`config.mk`:
```
export PLATFORM = sky130hd
export DESIGN_NAME = timer_sequencer
export DESIGN_NICKNAME = d
export VERILOG_FILES = /design/src/rtl/timer_sequencer.sv
export SDC_FILE = /design/constraint.sdc
export NUM_CORES = 1
export LEC_CHECK = 0
export ABC_CLOCK_PERIOD_IN_PS = 2800
export CORE_MARGIN = 3
export CORE_UTILIZATION = 53
export CTS_CLUSTER_DIAMETER = 150
export DETAILED_ROUTE_END_ITERATION = 10
export GPL_TIMING_DRIVEN = 0
export PLACE_DENSITY = 0.83
export RECOVER_POWER = 100
export SYNTH_ARGS = -nofsm -noshare
export SYNTH_HDL_FRONTEND = slang
export SYNTH_SLANG_ARGS = --single-unit
```
`constraint.sdc`:
```
create_clock -name clk -period 2.8 [get_ports clk]
set_input_delay 0.28 -clock clk [delete_from_list [all_inputs] [get_ports clk]]
set_output_delay 0.28 -clock clk [all_outputs]
set_load 0.005 [all_outputs]
```
`src/rtl/timer_sequencer.sv`:
```
// timer_sequencer: queues delay commands in a small FIFO and runs them one at
// a time on the 0.1 s delay timer, reporting completion and abort upstream.
//   cmd_valid/cmd_ready/cmd_delay : command intake (push on valid & ready)
//   abort                         : flush queue, stop timer (highest priority)
//   timer_start/timer_delay/timer_reset, timer_done : timer interface
//   step_done, aborted            : one-cycle status pulses
//   busy, fifo_level, err_spurious, seq_state : status / debug
module timer_sequencer #(
    parameter int unsigned DEPTH       = 4,
    parameter int unsigned DELAY_WIDTH = 8,
    parameter int unsigned LEVEL_WIDTH = 3
) (
    input  logic                   clk,
    input  logic                   reset_n,
    input  logic                   cmd_valid,
    output logic                   cmd_ready,
    input  logic [DELAY_WIDTH-1:0] cmd_delay,
    input  logic                   abort,
    output logic                   timer_start,
    output logic [DELAY_WIDTH-1:0] timer_delay,
    output logic                   timer_reset,
    input  logic                   timer_done,
    output logic                   step_done,
    output logic                   aborted,
    output logic                   busy,
    output logic [LEVEL_WIDTH-1:0] fifo_level,
    output logic                   err_spurious,
    output logic [1:0]             seq_state
);

    localparam int unsigned PTR_W = (DEPTH > 1) ? $clog2(DEPTH) : 1;

    typedef enum logic [1:0] {
        S_IDLE   = 2'd0,
        S_LAUNCH = 2'd1,
        S_WAIT   = 2'd2,
        S_GAP    = 2'd3
    } state_e;

    state_e                 state_q;
    logic [DELAY_WIDTH-1:0] mem_q [DEPTH];
    logic [PTR_W-1:0]       wr_ptr_q, wr_ptr_d;
    logic [PTR_W-1:0]       rd_ptr_q, rd_ptr_d;
    logic [LEVEL_WIDTH-1:0] level_q, level_d;
    logic                   timer_start_q;
    logic [DELAY_WIDTH-1:0] timer_delay_q;
    logic                   timer_reset_q;
    logic                   step_done_q;
    logic                   aborted_q;
    logic                   err_q;

    logic                   push;
    logic                   pop;
    logic                   fifo_empty;
    logic [DELAY_WIDTH-1:0] head;

    // Intake handshake: abort blocks intake so nothing survives the flush.
    assign cmd_ready  = (level_q < LEVEL_WIDTH'(DEPTH)) && !abort;
    assign push       = cmd_valid && cmd_ready;
    assign fifo_empty = (level_q == '0);
    assign pop        = (state_q == S_IDLE) && !fifo_empty;
    assign head       = mem_q[rd_ptr_q];

    // FIFO pointer/level next-state; pointers wrap naturally (DEPTH is 2^n).
    always_comb begin
        wr_ptr_d = wr_ptr_q;
        rd_ptr_d = rd_ptr_q;
        level_d  = level_q;
        if (push) begin
            wr_ptr_d = wr_ptr_q + PTR_W'(1);
        end
        if (pop) begin
            rd_ptr_d = rd_ptr_q + PTR_W'(1);
        end
        if (push && !pop) begin
            level_d = level_q + LEVEL_WIDTH'(1);
        end else if (pop && !push) begin
            level_d = level_q - LEVEL_WIDTH'(1);
        end
    end

    // FIFO storage; contents need no reset since level gates every read.
    always_ff @(posedge clk) begin
        if (push) begin
            mem_q[wr_ptr_q] <= cmd_delay;
        end
    end

    // Sequencer FSM with registered outputs.
    always_ff @(posedge clk) begin
        if (!reset_n) begin
            state_q       <= S_IDLE;
            wr_ptr_q      <= '0;
            rd_ptr_q      <= '0;
            level_q       <= '0;
            timer_start_q <= 1'b0;
            timer_delay_q <= '0;
            timer_reset_q <= 1'b0;
            step_done_q   <= 1'b0;
            aborted_q     <= 1'b0;
            err_q         <= 1'b0;
        end else if (abort) begin
            state_q       <= S_IDLE;
            wr_ptr_q      <= '0;
            rd_ptr_q      <= '0;
            level_q       <= '0;
            timer_start_q <= 1'b0;
            timer_reset_q <= 1'b1;
            step_done_q   <= 1'b0;
            aborted_q     <= 1'b1;
            err_q         <= 1'b0;
        end else begin
            timer_start_q <= 1'b0;
            timer_reset_q <= 1'b0;
            step_done_q   <= 1'b0;
            aborted_q     <= 1'b0;
            wr_ptr_q      <= wr_ptr_d;
            rd_ptr_q      <= rd_ptr_d;
            level_q       <= level_d;
            if (timer_done && (state_q != S_WAIT)) begin
                err_q <= 1'b1;
            end
            case (state_q)
                S_IDLE: begin
                    if (!fifo_empty) begin
                        timer_delay_q <= head;
                        // A zero delay would run the timer a full wrap; retire it here.
                        if (head == '0) begin
                            step_done_q <= 1'b1;
                        end else begin
                            state_q <= S_LAUNCH;
                        end
                    end
                end
                S_LAUNCH: begin
                    timer_start_q <= 1'b1;
                    state_q       <= S_WAIT;
                end
                S_WAIT: begin
                    if (timer_done) begin
                        step_done_q <= 1'b1;
                        state_q     <= S_GAP;
                    end
                end
                S_GAP: begin
                    // Lets the timer drop back to idle before the next launch.
                    state_q <= S_IDLE;
                end
                default: begin
                    state_q <= S_IDLE;
                end
            endcase
        end
    end

    assign timer_start  = timer_start_q;
    assign timer_delay  = timer_delay_q;
    assign timer_reset  = timer_reset_q;
    assign step_done    = step_done_q;
    assign aborted      = aborted_q;
    assign err_spurious = err_q;
    assign fifo_level   = level_q;
    assign seq_state    = state_q;
    assign busy         = (state_q != S_IDLE) || !fifo_empty;

endmodule

```
# == After elaboration in Yosys (flattened, before gate mapping) ==
# Memory sizes are Yosys's and may differ from the RTL's. A register that Yosys moved wholly into a read port is not among the register bits.
# Cells that the tools add are included.
# totals
ram_bits,32
output_inout_bits,20
n_memories,1
elab_cells,60
register_bits,21
input_bits,13
# op_classes
n_eq_ne,7
reduce_logical,19
add_sub_neg,4
n_lt_le_gt_ge,1
bitwise,3
mux,16
# mem_list
name,depth,width,rd,rd_clocked_by_memory_dff,write_ports,line_no,text
mem_q,4,8,1,1,1,41,logic [DELAY_WIDTH-1:0] mem_q [DEPTH];
# ops
operator,count
$mux W2,5
$logic_not A8 Y1,1
$ne A2 B2 Y1 const B,4
$pmux W2 S4,1
$mux W1,7
$logic_and A1 B1 Y1,6
$mux W3,2
$reduce_and A3 Y1,2
$add A2 B1 Y2 const B,2
$eq A2 B2 Y1 const B,2
$logic_not A1 Y1,4
$reduce_bool A2 Y1,2
$add A3 B1 Y3 const B,1
$logic_not A3 Y1,1
$lt A3 B3 Y1 const B,1
$not A1 Y1,3
$sub A3 B1 Y3 const B,1
$eq A2 B1 Y1 const B,1
$logic_not A2 Y1,1
$pmux W1 S2,1
$reduce_or A2 Y1,1
$logic_or A1 B1 Y1,1

# == Logic depth before layout (Yosys ltp) ==
# logic_depth
ltp_word,7
ltp_mapped,10
mapped_depth_nobuf,10

# == Least setup slack after synthesis ==
# Ideal clock, no wire load.
# synth_path
path_type,register to register
startpoint,register state_q[0] (netlist: seq_state[0])
endpoint,register level_q[2] (netlist: fifo_level[2])
setup_ps,71
stages_incl_launch_ff,11
arrival_time_ps,2017
path_buffers,0
slack_ps,712
path_cell_list,dfxtp_1 inv_1 ha_1 o31a_1 inv_2 ha_1 inv_1 fa_1 xor2_1 or3_1 a21oi_1
# synth_between
elab_chain_len,5
# synth_rtl
item,line_no,text
start: declaration,40,state_e state_q;
start signal: assignment,92,state_q <= S_IDLE;
start signal: assignment,103,state_q <= S_IDLE;
start signal: assignment,131,state_q <= S_LAUNCH;
$logic_not A2 Y1 (*),61,assign pop = (state_q == S_IDLE) && !fifo_empty;
$logic_and A1 B1 Y1 (*),61,
$logic_not A1 Y1,75,if (push && !pop) begin
$logic_and A1 B1 Y1,75,
$mux W3 / $reduce_bool A2 Y1 (equally long branches),n/a,
end signal: assignment,119,level_q <= level_d;
end: declaration,44,"logic [LEVEL_WIDTH-1:0] level_q, level_d;"
# Mark *: on every way between the ends. The rest lies on a longest branch, timed or not.
# A chain may end at the register's enable or synchronous reset.

# == Final worst setup path ==
# layout_path
startpoint,input abort
endpoint,register level_q[2] (netlist: fifo_level[2])
# layout_between
elab_chain_len,6
# layout_rtl
item,line_no,text
start: declaration,18,"input logic abort,"
$logic_not A1 Y1 (*),58,assign cmd_ready = (level_q < LEVEL_WIDTH'(DEPTH)) && !abort;
$logic_and A1 B1 Y1 (*),58,
$logic_and A1 B1 Y1 (*),59,assign push = cmd_valid && cmd_ready;
net push,52,logic push;
$logic_not A1 Y1,77,end else if (pop && !push) begin
$logic_and A1 B1 Y1,77,
$reduce_bool A2 Y1 (no line),n/a,
# Mark *: on every way through the listed nets, which the timed path passes. The rest lies on a longest branch.

==> flow_metrics.env <==
export IMPL_diodes=0
export IMPL_leakage_nw=0.957
export IMPL_layout_common_cells="edfxtp_1 (32), dlygate4sd3_1 (30), dfxtp_1 (23)"
export IMPL_clk_latency_ps=300
export IMPL_wl_per_cell_um=16.7
export IMPL_cts_resized_gates=0
export IMPL_synth_nets=166
export IMPL_die_w_um=70.4
export IMPL_avgSynthCellArea_um2=15.2
export IMPL_netlist_instances=144
export IMPL_fmax_ghz=0.396
export IMPL_ys_ff_latch=55
export IMPL_grt_pass1_wl_um=6600
export IMPL_holdCritPathClass="register to register"
export IMPL_routabilityCongestion=0.694
export IMPL_path_clk_slew_ps=90
export IMPL_cts_buffers=5
export IMPL_postRouteAntennaNets=0
export IMPL_grt_overflow=0
export IMPL_nets=205
export IMPL_grt_total_usage_pct=17.7
export IMPL_async_flop_share_pct=0
export IMPL_vias=1261
export IMPL_worstPathArrival_ps=2760
export IMPL_first_pass_iters=4
export IMPL_antenna_found_initial=0
export IMPL_std_cell_rows=22
export IMPL_synthToLayoutAreaGrowth_pct=21.8
export IMPL_cts_tree="yes"
export IMPL_fin_skew_ps=5.18
export IMPL_startpoint_type="input pin"
export IMPL_worstPathMaxFanout=8
export IMPL_netlist_area_um2=2190
export IMPL_cts_sinks=55
export IMPL_worstMarginPinSlew_ps=847
export IMPL_criticalPathCategory="input pin to register"
export IMPL_relSlewSlack_pct=43.3
export IMPL_fin_crit_ps=2530
export IMPL_rsz0062_at_grt="no"
export IMPL_irDropWorstVdd_mv=0.429
export IMPL_grt_pass1_vias=1390
export IMPL_post_cts_buffers=0
export IMPL_finalHoldViolCount=0
export IMPL_ys_types=29
export IMPL_drc_errors=0
export IMPL_power_density_nw_per_um2=746
export IMPL_r2r_setup_slack_ps=430
export IMPL_cts_hold_buf=0
export IMPL_drive_above_1_share_pct=10.9
export IMPL_crit_required_ps=3040
export IMPL_dieArea_um2=4950
export IMPL_setup_violations_final=0
export IMPL_fin_crit_sh_pct=90.2
export IMPL_core_um2=3830
export IMPL_synth_enable_flop_cells=32
export IMPL_setup_tns_ps=0
export IMPL_place_ws_ps=107
export IMPL_die_y_um=70.4
export IMPL_fin_total_pwr_w=0.00200
export IMPL_cts_root_buffer="clkbuf_8"
export IMPL_endpoint_kind="register"
export IMPL_ys_warn_count=0
export IMPL_fin_ws_ps=274
export IMPL_numPortBuffers=32
export IMPL_synth_top_area_share_pct=43.8
export IMPL_wl_um=3870
export IMPL_ys_dominant_reg_cell="edfxtp_1"
export IMPL_clk_path_buf_depth=2
export IMPL_cap_viol_max_count=0
export IMPL_via_per_inst=5.44
export IMPL_final_common_cell="edfxtp_1"
export IMPL_io_pins=33
export IMPL_slew_viol_final=0
export IMPL_yosysTopAreaCell="edfxtp_1"
export IMPL_hpwl_um=2880
export IMPL_start_util_pct=57.4
export IMPL_dr_first_iter_drc_count=64
export IMPL_h_tree_depth=2
export IMPL_ys_seq_area_share_pct=64.8
export IMPL_synthTopCellsByArea="edfxtp_1 (44%), dfxtp_1 (21%), mux4_2 (8.2%), ha_1 (4.6%), mux2i_1 (4.6%)"
export IMPL_status="finished clean"
export IMPL_grt_max_degree=17
## kinds of logic (layout without fill, tap and decap cells)
group / after synthesis / after routing / synth area share [%]
flip-flops: 55 / 55 / 64.8
AND/OR/NAND/NOR: 36 / 36 / 9.69
multiplexers: 18 / 18 / 12.8
buffers and inverters: 12 / 52 / 2.57
adder cells (fa/ha/maj): 9 / 9 / 5.47
AO/OA/AOI/OAI: 9 / 9 / 2.74
XOR/XNOR: 5 / 5 / 2.00
## metrics by stage
stage / cells / hold slack [ps] / instance area, um^2 / util, %
3_3_place_gp: 224 / 456 / 2570 / 67.3
3_5_place_dp: 224 / 477 / 2570 / 67.3
2_1_floorplan: 144 / 379 / 2190 / -
5_1_grt: 232 / 529 / 2670 / 69.9
6_report: 232 / 497 / 2670 / 69.9
4_1_cts: 232 / 503 / 2680 / 70.1
## report_power, final
group	leakage (nW)	total, W	internal [W]	switching [W]
combinational	0.425	0.000528	0.000278	0.000250
sequential	0.477	0.000965	0.000920	0.0000455
clock	0.0556	0.000502	0.000262	0.000240
## Yosys cell counts, types with 2 or more instances
cell type / number
edfxtp_1: 32
dfxtp_1: 23
nor2_1: 11
mux2i_1: 10
nor2b_1: 9
ha_1: 8
mux4_2: 8
and2_1: 6
inv_1: 6
a21oi_1: 3
clkbuf_1: 3
nand2_1: 3
xor2_1: 3
nor4_2: 2
o21ai_0: 2
xnor2_1: 2
## area by class of cell
cell class	count	area (um^2)
Sequential cell	55	1420
Fill cell	273	1150
Multi-Input combinational cell	77	708
Timing Repair Buffer	32	320
Clock buffer	5	68.8
Tap cell	48	60.1
Clock inverter	3	38.8
Buffer	5	30.0
Inverter	7	26.3
## critical path: stages
cell           delay [ps]
dlygate4sd3_1         620
nor3b_2               500
ha_1                  280
inv_1                  60
fa_1                  370
xor2_1                170
or3_1                 320
a21oi_1               140
## path summary, 6_finish.rpt
path	cells past startpoint	to	from
worst max register to register	10	fifo_level[2]	seq_state[0]
worst min register to register	2	err_spurious	err_spurious
worst min-delay path	2	err_spurious	err_spurious
worst max-delay path	8	fifo_level[2]	abort
## routing by layer
metal,global-route usage [%],up-vias,part of all wire (%)
met5,0,-,0
met4,9.57,0,2.2
met3,4.03,10,5.3
met2,31.0,40,53
met1,19.7,615,39
li1,-,596,-
## sequential cells by signal, indices dropped and copies added, names as in the netlist, named ones only
signal,cells
wr_ptr_q,2
aborted,1
timer_delay,8
fifo_level,3
timer_start,1
rd_ptr_q,2
mem_q,32
step_done,1
err_spurious,1
seq_state,2
No activity file was read; power rests on OpenSTA's default activity.
